## config.mk

```make
export PLATFORM = sky130hd
export DESIGN_NAME = capi_put_line_gather_flat
export DESIGN_NICKNAME = d
export VERILOG_FILES = /design/src/rtl/capi_put_line_gather_if.sv /design/src/rtl/capi_put_line_gather.sv /design/src/flat_wrapper.sv
export SDC_FILE = /design/constraint.sdc
export NUM_CORES = 1
export LEC_CHECK = 0
export BUFFER_PORTS_ARGS = -buffer_cell sky130_fd_sc_hd__buf_2
export CORE_AREA = 2 2 576 578
export CTS_CLUSTER_DIAMETER = 60
export DETAILED_ROUTE_END_ITERATION = 7
export DIE_AREA = 0 0 578 580
export GPL_TIMING_DRIVEN = 0
export SKIP_LAST_GASP = 1
export SYNTH_ARGS = -nofsm -noshare
export SYNTH_HDL_FRONTEND = slang
export SYNTH_SLANG_ARGS = --single-unit
```

## constraint.sdc

```tcl
create_clock -name clk -period 12.16 [get_ports clk]
set_input_delay 0.608 -clock clk [delete_from_list [all_inputs] [get_ports clk]]
set_output_delay 0.608 -clock clk [all_outputs]
set_load 0.02 [all_outputs]
```

## src/rtl/capi_put_line_gather_if.sv

```systemverilog
// Purpose : bundles the header, beat and line handshakes of capi_put_line_gather.
// Latency : n/a (wires only).
// Backpressure: n/a; slave = the gather block, master = whoever drives its inputs.
// Signals:
//   i_h_v/i_h_r/i_h_ea/i_h_off      stream header (start line address, byte offset)
//   i_v/i_r/i_d/i_c/i_e             aligned 16-byte put beats
//   o_v/o_r/o_ea/o_d/o_be/o_e       gathered 128-byte line toward the write-command generator
interface capi_put_line_gather_if #(
  parameter int EA_WIDTH = 57
);
  logic                i_h_v;
  logic                i_h_r;
  logic [EA_WIDTH-1:0] i_h_ea;
  logic [6:0]          i_h_off;
  logic                i_v;
  logic                i_r;
  logic [127:0]        i_d;
  logic [3:0]          i_c;
  logic                i_e;
  logic                o_v;
  logic                o_r;
  logic [EA_WIDTH-1:0] o_ea;
  logic [1023:0]       o_d;
  logic [127:0]        o_be;
  logic                o_e;

  // Drives headers, beats and line-ready; observes everything else.
  modport master (
    output i_h_v, i_h_ea, i_h_off, i_v, i_d, i_c, i_e, o_r,
    input  i_h_r, i_r, o_v, o_ea, o_d, o_be, o_e
  );

  // The gather block itself.
  modport slave (
    input  i_h_v, i_h_ea, i_h_off, i_v, i_d, i_c, i_e, o_r,
    output i_h_r, i_r, o_v, o_ea, o_d, o_be, o_e
  );
endinterface

```

## src/rtl/capi_put_line_gather.sv

```systemverilog
// Purpose : gathers aligned 16-byte put beats into 128-byte lines with byte enables.
// Latency : last beat of a line accepted at t -> o_v at t+1; header at t -> first beat at t+1.
// Backpressure: i_r/i_h_r depend on state only; while o_r is low the line is held and no beats are taken.
// Ports:
//   clk, reset_n         clock, asynchronous active-low reset
//   bus (slave)          header / beat / line handshakes (see capi_put_line_gather_if)
//   o_lines, o_partial   lines flushed, and lines flushed with some byte disabled
// Optional feature: define CAPI_PUT_GATHER_PERF_EN to build the two counters;
// otherwise they read constant zero and no counter flops exist.
module capi_put_line_gather #(
  parameter int EA_WIDTH  = 57,
  parameter int CNT_WIDTH = 32
) (
  input  logic                 clk,
  input  logic                 reset_n,
  capi_put_line_gather_if.slave bus,
  output logic [CNT_WIDTH-1:0] o_lines,
  output logic [CNT_WIDTH-1:0] o_partial
);

  typedef enum logic [1:0] {
    S_IDLE  = 2'd0,
    S_FILL  = 2'd1,
    S_FLUSH = 2'd2
  } state_t;

  localparam logic [EA_WIDTH-1:0] EA_ONE = {{(EA_WIDTH-1){1'b0}}, 1'b1};

  state_t              state_q;
  state_t              state_nxt;

  logic                run_q;     // low only until the first clock after reset release
  logic [EA_WIDTH-1:0] ea_q;
  logic [2:0]          slot_q;
  logic [3:0]          lo_q;
  logic                first_q;
  logic [127:0]        be_q;
  logic                oe_q;
  logic [7:0][127:0]   buf_q;

  logic                hdr_fire;
  logic                beat_fire;
  logic                line_fire;
  logic                line_end;
  logic                h_rdy;
  logic                b_rdy;
  logic                l_vld;

  logic [3:0]          lo_eff;
  logic [3:0]          hi_eff;
  logic [15:0]         beat_mask;

  // ---------------------------------------------------------------------------
  // FSM: state register
  // ---------------------------------------------------------------------------
  always_ff @(posedge clk or negedge reset_n) begin
    if (!reset_n) begin
      state_q <= S_IDLE;
    end else begin
      state_q <= state_nxt;
    end
  end

  // ---------------------------------------------------------------------------
  // FSM: next state, handshake outputs and transfer strobes
  // ---------------------------------------------------------------------------
  always_comb begin
    state_nxt = state_q;
    h_rdy     = 1'b0;
    b_rdy     = 1'b0;
    l_vld     = 1'b0;
    hdr_fire  = 1'b0;
    beat_fire = 1'b0;
    line_fire = 1'b0;
    line_end  = 1'b0;
    case (state_q)
      S_IDLE: begin
        h_rdy    = run_q;
        hdr_fire = run_q & bus.i_h_v;
        if (hdr_fire) begin
          state_nxt = S_FILL;
        end
      end
      S_FILL: begin
        b_rdy     = 1'b1;
        beat_fire = bus.i_v;
        // A line closes on its eighth slot or on the stream's last beat.
        line_end  = (slot_q == 3'd7) | bus.i_e;
        if (beat_fire && line_end) begin
          state_nxt = S_FLUSH;
        end
      end
      S_FLUSH: begin
        l_vld     = 1'b1;
        line_fire = bus.o_r;
        if (line_fire) begin
          state_nxt = oe_q ? S_IDLE : S_FILL;
        end
      end
      default: begin
        state_nxt = S_IDLE;
      end
    endcase
  end

  assign bus.i_h_r = h_rdy;
  assign bus.i_r   = b_rdy;
  assign bus.o_v   = l_vld;

  // ---------------------------------------------------------------------------
  // Byte range written by the current beat. Only the first beat of a stream
  // starts mid-slot; only the last beat can end early. When hi < lo the mask
  // is empty, which is legal and still produces a (fully disabled) line.
  // ---------------------------------------------------------------------------
  always_comb begin
    lo_eff    = first_q ? lo_q : 4'd0;
    hi_eff    = 4'd15;
    beat_mask = '0;
    if (bus.i_e && (bus.i_c != 4'd0)) begin
      hi_eff = bus.i_c - 4'd1;
    end
    for (int b = 0; b < 16; b++) begin
      beat_mask[b] = (4'(b) >= lo_eff) && (4'(b) <= hi_eff);
    end
  end

  // ---------------------------------------------------------------------------
  // Line control state
  // ---------------------------------------------------------------------------
  always_ff @(posedge clk or negedge reset_n) begin
    if (!reset_n) begin
      run_q   <= 1'b0;
      ea_q    <= '0;
      slot_q  <= '0;
      lo_q    <= '0;
      first_q <= 1'b0;
      be_q    <= '0;
      oe_q    <= 1'b0;
    end else begin
      run_q <= 1'b1;
      if (hdr_fire) begin
        ea_q    <= bus.i_h_ea;
        slot_q  <= bus.i_h_off[6:4];
        lo_q    <= bus.i_h_off[3:0];
        first_q <= 1'b1;
        be_q    <= '0;
      end
      if (beat_fire) begin
        be_q[{slot_q, 4'd0} +: 16] <= be_q[{slot_q, 4'd0} +: 16] | beat_mask;
        first_q <= 1'b0;
        if (line_end) begin
          oe_q <= bus.i_e;
        end else begin
          slot_q <= slot_q + 3'd1;
        end
      end
      // Stream continues into the next line; the address wraps naturally.
      if (line_fire && !oe_q) begin
        ea_q   <= ea_q + EA_ONE;
        slot_q <= 3'd0;
        be_q   <= '0;
      end
    end
  end

  // Line data buffer: no reset, unwritten slots keep stale data under be=0.
  always_ff @(posedge clk) begin
    if (beat_fire) begin
      buf_q[slot_q] <= bus.i_d;
    end
  end

  assign bus.o_ea = ea_q;
  assign bus.o_d  = buf_q;
  assign bus.o_be = be_q;
  assign bus.o_e  = oe_q;

  // ---------------------------------------------------------------------------
  // Performance counters (wrap, never saturate)
  // ---------------------------------------------------------------------------
`ifdef CAPI_PUT_GATHER_PERF_EN
  localparam logic [CNT_WIDTH-1:0] CNT_ONE = {{(CNT_WIDTH-1){1'b0}}, 1'b1};

  logic [CNT_WIDTH-1:0] lines_q;
  logic [CNT_WIDTH-1:0] partial_q;

  always_ff @(posedge clk or negedge reset_n) begin
    if (!reset_n) begin
      lines_q   <= '0;
      partial_q <= '0;
    end else if (line_fire) begin
      lines_q <= lines_q + CNT_ONE;
      if (be_q != {128{1'b1}}) begin
        partial_q <= partial_q + CNT_ONE;
      end
    end
  end

  assign o_lines   = lines_q;
  assign o_partial = partial_q;
`else
  assign o_lines   = '0;
  assign o_partial = '0;
`endif

endmodule

```

## src/flat_wrapper.sv

```systemverilog
// flat-port wrapper written by rule: the top's interface ports become plain ports
module capi_put_line_gather_flat 
#(
  parameter int EA_WIDTH  = 57,
  parameter int CNT_WIDTH = 32
)
  (clk, reset_n, o_lines, o_partial, bus_i_h_v, bus_i_h_ea, bus_i_h_off, bus_i_v, bus_i_d, bus_i_c, bus_i_e, bus_o_r, bus_i_h_r, bus_i_r, bus_o_v, bus_o_ea, bus_o_d, bus_o_be, bus_o_e);
  capi_put_line_gather_if #(.EA_WIDTH(EA_WIDTH)) bus_i ();
  input  logic clk;
  input  logic reset_n;
  output logic [CNT_WIDTH-1:0] o_lines;
  output logic [CNT_WIDTH-1:0] o_partial;
  input wire logic [$bits(bus_i.i_h_v)-1:0] bus_i_h_v;
  input wire logic [$bits(bus_i.i_h_ea)-1:0] bus_i_h_ea;
  input wire logic [$bits(bus_i.i_h_off)-1:0] bus_i_h_off;
  input wire logic [$bits(bus_i.i_v)-1:0] bus_i_v;
  input wire logic [$bits(bus_i.i_d)-1:0] bus_i_d;
  input wire logic [$bits(bus_i.i_c)-1:0] bus_i_c;
  input wire logic [$bits(bus_i.i_e)-1:0] bus_i_e;
  input wire logic [$bits(bus_i.o_r)-1:0] bus_o_r;
  output wire logic [$bits(bus_i.i_h_r)-1:0] bus_i_h_r;
  output wire logic [$bits(bus_i.i_r)-1:0] bus_i_r;
  output wire logic [$bits(bus_i.o_v)-1:0] bus_o_v;
  output wire logic [$bits(bus_i.o_ea)-1:0] bus_o_ea;
  output wire logic [$bits(bus_i.o_d)-1:0] bus_o_d;
  output wire logic [$bits(bus_i.o_be)-1:0] bus_o_be;
  output wire logic [$bits(bus_i.o_e)-1:0] bus_o_e;
  assign bus_i.i_h_v = bus_i_h_v;
  assign bus_i.i_h_ea = bus_i_h_ea;
  assign bus_i.i_h_off = bus_i_h_off;
  assign bus_i.i_v = bus_i_v;
  assign bus_i.i_d = bus_i_d;
  assign bus_i.i_c = bus_i_c;
  assign bus_i.i_e = bus_i_e;
  assign bus_i.o_r = bus_o_r;
  assign bus_i_h_r = bus_i.i_h_r;
  assign bus_i_r = bus_i.i_r;
  assign bus_o_v = bus_i.o_v;
  assign bus_o_ea = bus_i.o_ea;
  assign bus_o_d = bus_i.o_d;
  assign bus_o_be = bus_i.o_be;
  assign bus_o_e = bus_i.o_e;
  capi_put_line_gather #(.EA_WIDTH(EA_WIDTH), .CNT_WIDTH(CNT_WIDTH)) u_core (.clk(clk), .reset_n(reset_n), .bus(bus_i), .o_lines(o_lines), .o_partial(o_partial));
endmodule
```

==> results.md <==
* Outcome: completed
* Most frequent cell after synthesis: edfxtp_1
* Max-cap violations at 0
* Row Count at 211
* F_max at 195 MHz
* Dpl ws at 7100 ps
* Post-CTS setup buffers at 0
* Detailed placer's ending HPWL at around 170000 um
* Clk sinks at 1221
* Logic pwr share at ~20%
* VDD IR max at between 100 and 150 uV
* Sequential share of power at between 40 and 50%
* Clk slew on worst S/H paths at approximately 60 ps
* Largest net degree at the start of global routing at between 100 and 150
* P&R area growth vs syn at 45.7%
* Final Cell Area at between 60000 and 70000 um^2
* Fraction of layout cells with a size suffix above 1 at 45.4%
* Ys Warns at 0
* Gr ovfl total at 0
* Worst-path maximum fanout at 12
* Final WS setup at ~7000 ps
* Relative slew slack at 9.64%
* Chip width at 578 um
* 1st-iter DRT viols at 3223
* Synth area leaders: edfxtp_1, dfrtp_1, o21ai_0, nand2_1, buf_4
* H-Tree Depth at 4
* Max-slew violations at 0
* CTS Hold Bufs at 29
* Initial antenna violation count at 57
* Filler instances at around 36000
* Number of placed I/O pins at ~1500
* Setup_tns at 0 ps
* Yosys top cell area share at about 74%
* Switching power total at ~4 mW
* Final ANT Viol Nets at 0
* Post-synthesis sequential area ratio at a little under nine tenths
* Synth Instances at about 2200
* Synthesized-area fraction occupied by xor and xnor cells at less than 1%
* DRC Markers at 0
* DIE AREA at around 340000 um^2
* Crit end category: flip-flop
* P_int at 8.04 mW
* Fraction of registers with async set/reset at 16.1%
* Layout Skew at about 25 ps
* Post-synthesis mux area share at under 10%
* Data required, critical path at 12660 ps
* Synth Area in Compound Gates at 4.88%
* Unrepaired setup endpoints after global routing: false
* Post-synthesis adder-cell area fraction at 0.271%
* Vias in the first global route at between 20000 and 30000
* Number of synthesized flops with an enable pin at slightly above 1000
* Largest family of logic cells by synthesized area: simple AND/OR/NAND/NOR gates
* Post-Syn Area at 41500 um^2
* Commonest cells post-synth: edfxtp_1, dfrtp_1, nand2_1
* Final Hold Fails at 0
* Total track usage at a little under an eighth
* Avg WL per Cell at around 25 um
* Seq cells post-synth at 1221
* GP Congestion at between 0.8 and 0.9
* WS Path Type: flip-flop to flip-flop
* Leakage power at between 20 and 25 nW
* Core ar. at ~330000 um^2
* Final wirelength at approximately 210000 um
* CTS Buf Count at 144
* Power Dens Cells at slightly below 200 nW/um^2
* Clock power frac at 35.8%
* DR vias/cell at around 3.5
* Final worst-path cycle share at about 42%
* # port buffers at 1411
* Worst-skew pair later-pin latency at 820 ps
* Syn Area/Cell at about 19 um^2
* Post_cts resized at 0
* Netlist cell types at just under 70
* Nets at 4127
* HP Class: primary input to flip-flop
* DRT Pass-1 Iters at 6
* First-pass GRT wire length at 268000 um
* Switching share of power at about 33%
* DP Area at around 55000 um^2
* CTS tree: built
* Most used DFF post-synth: edfxtp_1
* Worst slew pin tran at 1340 ps
* Worst Path Arrival at between 5000 and 6000 ps
* Vert. Die Dim at between 500 and 600 um
* Tmin final at just over 5000 ps
* Starting Density at between 10 and 15%
* Simple-gate area share of the yosys netlist at 5.20%
* Startpoint Class: flip-flop
* Final setup violation count at 0
* Routed vias at a little under 30000
* Max Buffers Root-to-Sink at 4
* Clock Tree Root: clkbuf_16
* Area leader, netlist: edfxtp_1
## metrics by stage
step                      std cells  hold slack [ps]  power (mW)  util (%)
after global routing           8399             39.5        12.4      18.4
after floorplan                2251              312        6.46         -
final                          8404              113        11.9      18.4
after global placement         8028              486        7.76      16.5
after detailed placement       8107              502        7.74      16.8
after CTS                      8392             5.67        12.1      18.4
## cell usage in the layout (no fill, tap or decap), drive strengths merged, types with 11 or more instances in the layout
master	netlist	final
clkbuf	59	234
nand4	21	21
a22o	19	19
dlygate4sd3	0	29
o211ai	13	13
and3	18	18
o21ai	128	128
mux2	13	13
nand3	69	69
clkinv	0	52
inv	19	34
dfrtp	197	197
o22ai	21	21
diode	0	12
buf	75	1565
a211oi	13	13
mux4	18	18
a21oi	39	39
nor3	34	34
nand2	161	161
a22oi	11	11
conb	2	65
edfxtp	1024	1024
nor2	72	72
mux2i	11	11
and2	13	13
o311ai	12	12
## state kept, by name, summed over array words and instances, names as in the netlist
signal           count
u_core.bus.o_be    128
u_core.bus.o_d    1024
u_core.bus.o_e       1
u_core.bus.o_ea     57
u_core.first_q       1
u_core.lo_q          4
u_core.run_q         1
u_core.slot_q        3
u_core.state_q       2
## power groups by stage
stage | Sequential [mW] | Combinational (mW) | Clock, mW
after floorplan | 5.72 | 0.741 | 0
after global placement | 5.46 | 2.30 | 0
after detailed placement | 5.34 | 2.40 | 0
after CTS | 5.26 | 2.42 | 4.38
after global routing | 5.30 | 2.53 | 4.54
final | 5.26 | 2.40 | 4.28
## metal layers
metal | track usage (%) | part of all wire (%) | up-vias
met5 | 0 | 0.020 | -
met4 | 5.69 | 5.3 | 6
met3 | 3.26 | 9.8 | 375
met2 | 20.5 | 49 | 2199
met1 | 13.3 | 36 | 14900
li1 | - | - | 11900
## critical path: stages (launching register included)
cell and delay [ps]:
dfrtp_1 550, buf_2 380, buf_1 630, nand2_1 400, nor3_2 800, buf_6 250, buf_4 240, buf_6 200
buf_6 180, buf_6 190, buf_6 190, buf_6 190, buf_6 190, buf_6 180, buf_6 180
## kinds of logic after synthesis
family / after synthesis
flip-flops: 1221
buffers and inverters: 153
AO/OA/AOI/OAI: 316
multiplexers: 42
XOR/XNOR: 4
AND/OR/NAND/NOR: 441
other: 2
adder cells (fa/ha/maj): 9
## cell type report
cell class | instances | area (um^2) | area share [%]
Tap cell | 4366 | 5460 | 9.03
Multi-Input combinational cell | 877 | 5290 | 8.74
Buffer | 134 | 762 | 1.26
Clock inverter | 81 | 857 | 1.42
Sequential cell | 1221 | 35700 | 59.0
Inverter | 19 | 71.3 | 0.118
Antenna cell | 12 | 30.0 | 0.0497
Clock buffer | 175 | 3810 | 6.31
Timing Repair Buffer | 1519 | 8500 | 14.1
## path summary, 6_finish.rpt
kind	from	end	slack, ps	cells after the start
max	u_core.slot_q[1]	u_core.bus.o_d[309]	7040	14
min	bus_i_h_ea[16]	u_core.bus.o_ea[16]	110	3
max reg2reg	u_core.slot_q[1]	u_core.bus.o_d[309]	7040	14
min reg2reg	u_core.bus.o_be[33]	u_core.bus.o_be[33]	510	2
max in group asynchronous	reset_n	u_core.bus.o_be[60]	10710	3
min in group asynchronous	reset_n	u_core.bus.o_be[106]	420	2
No activity file was read; power rests on OpenSTA's default activity.
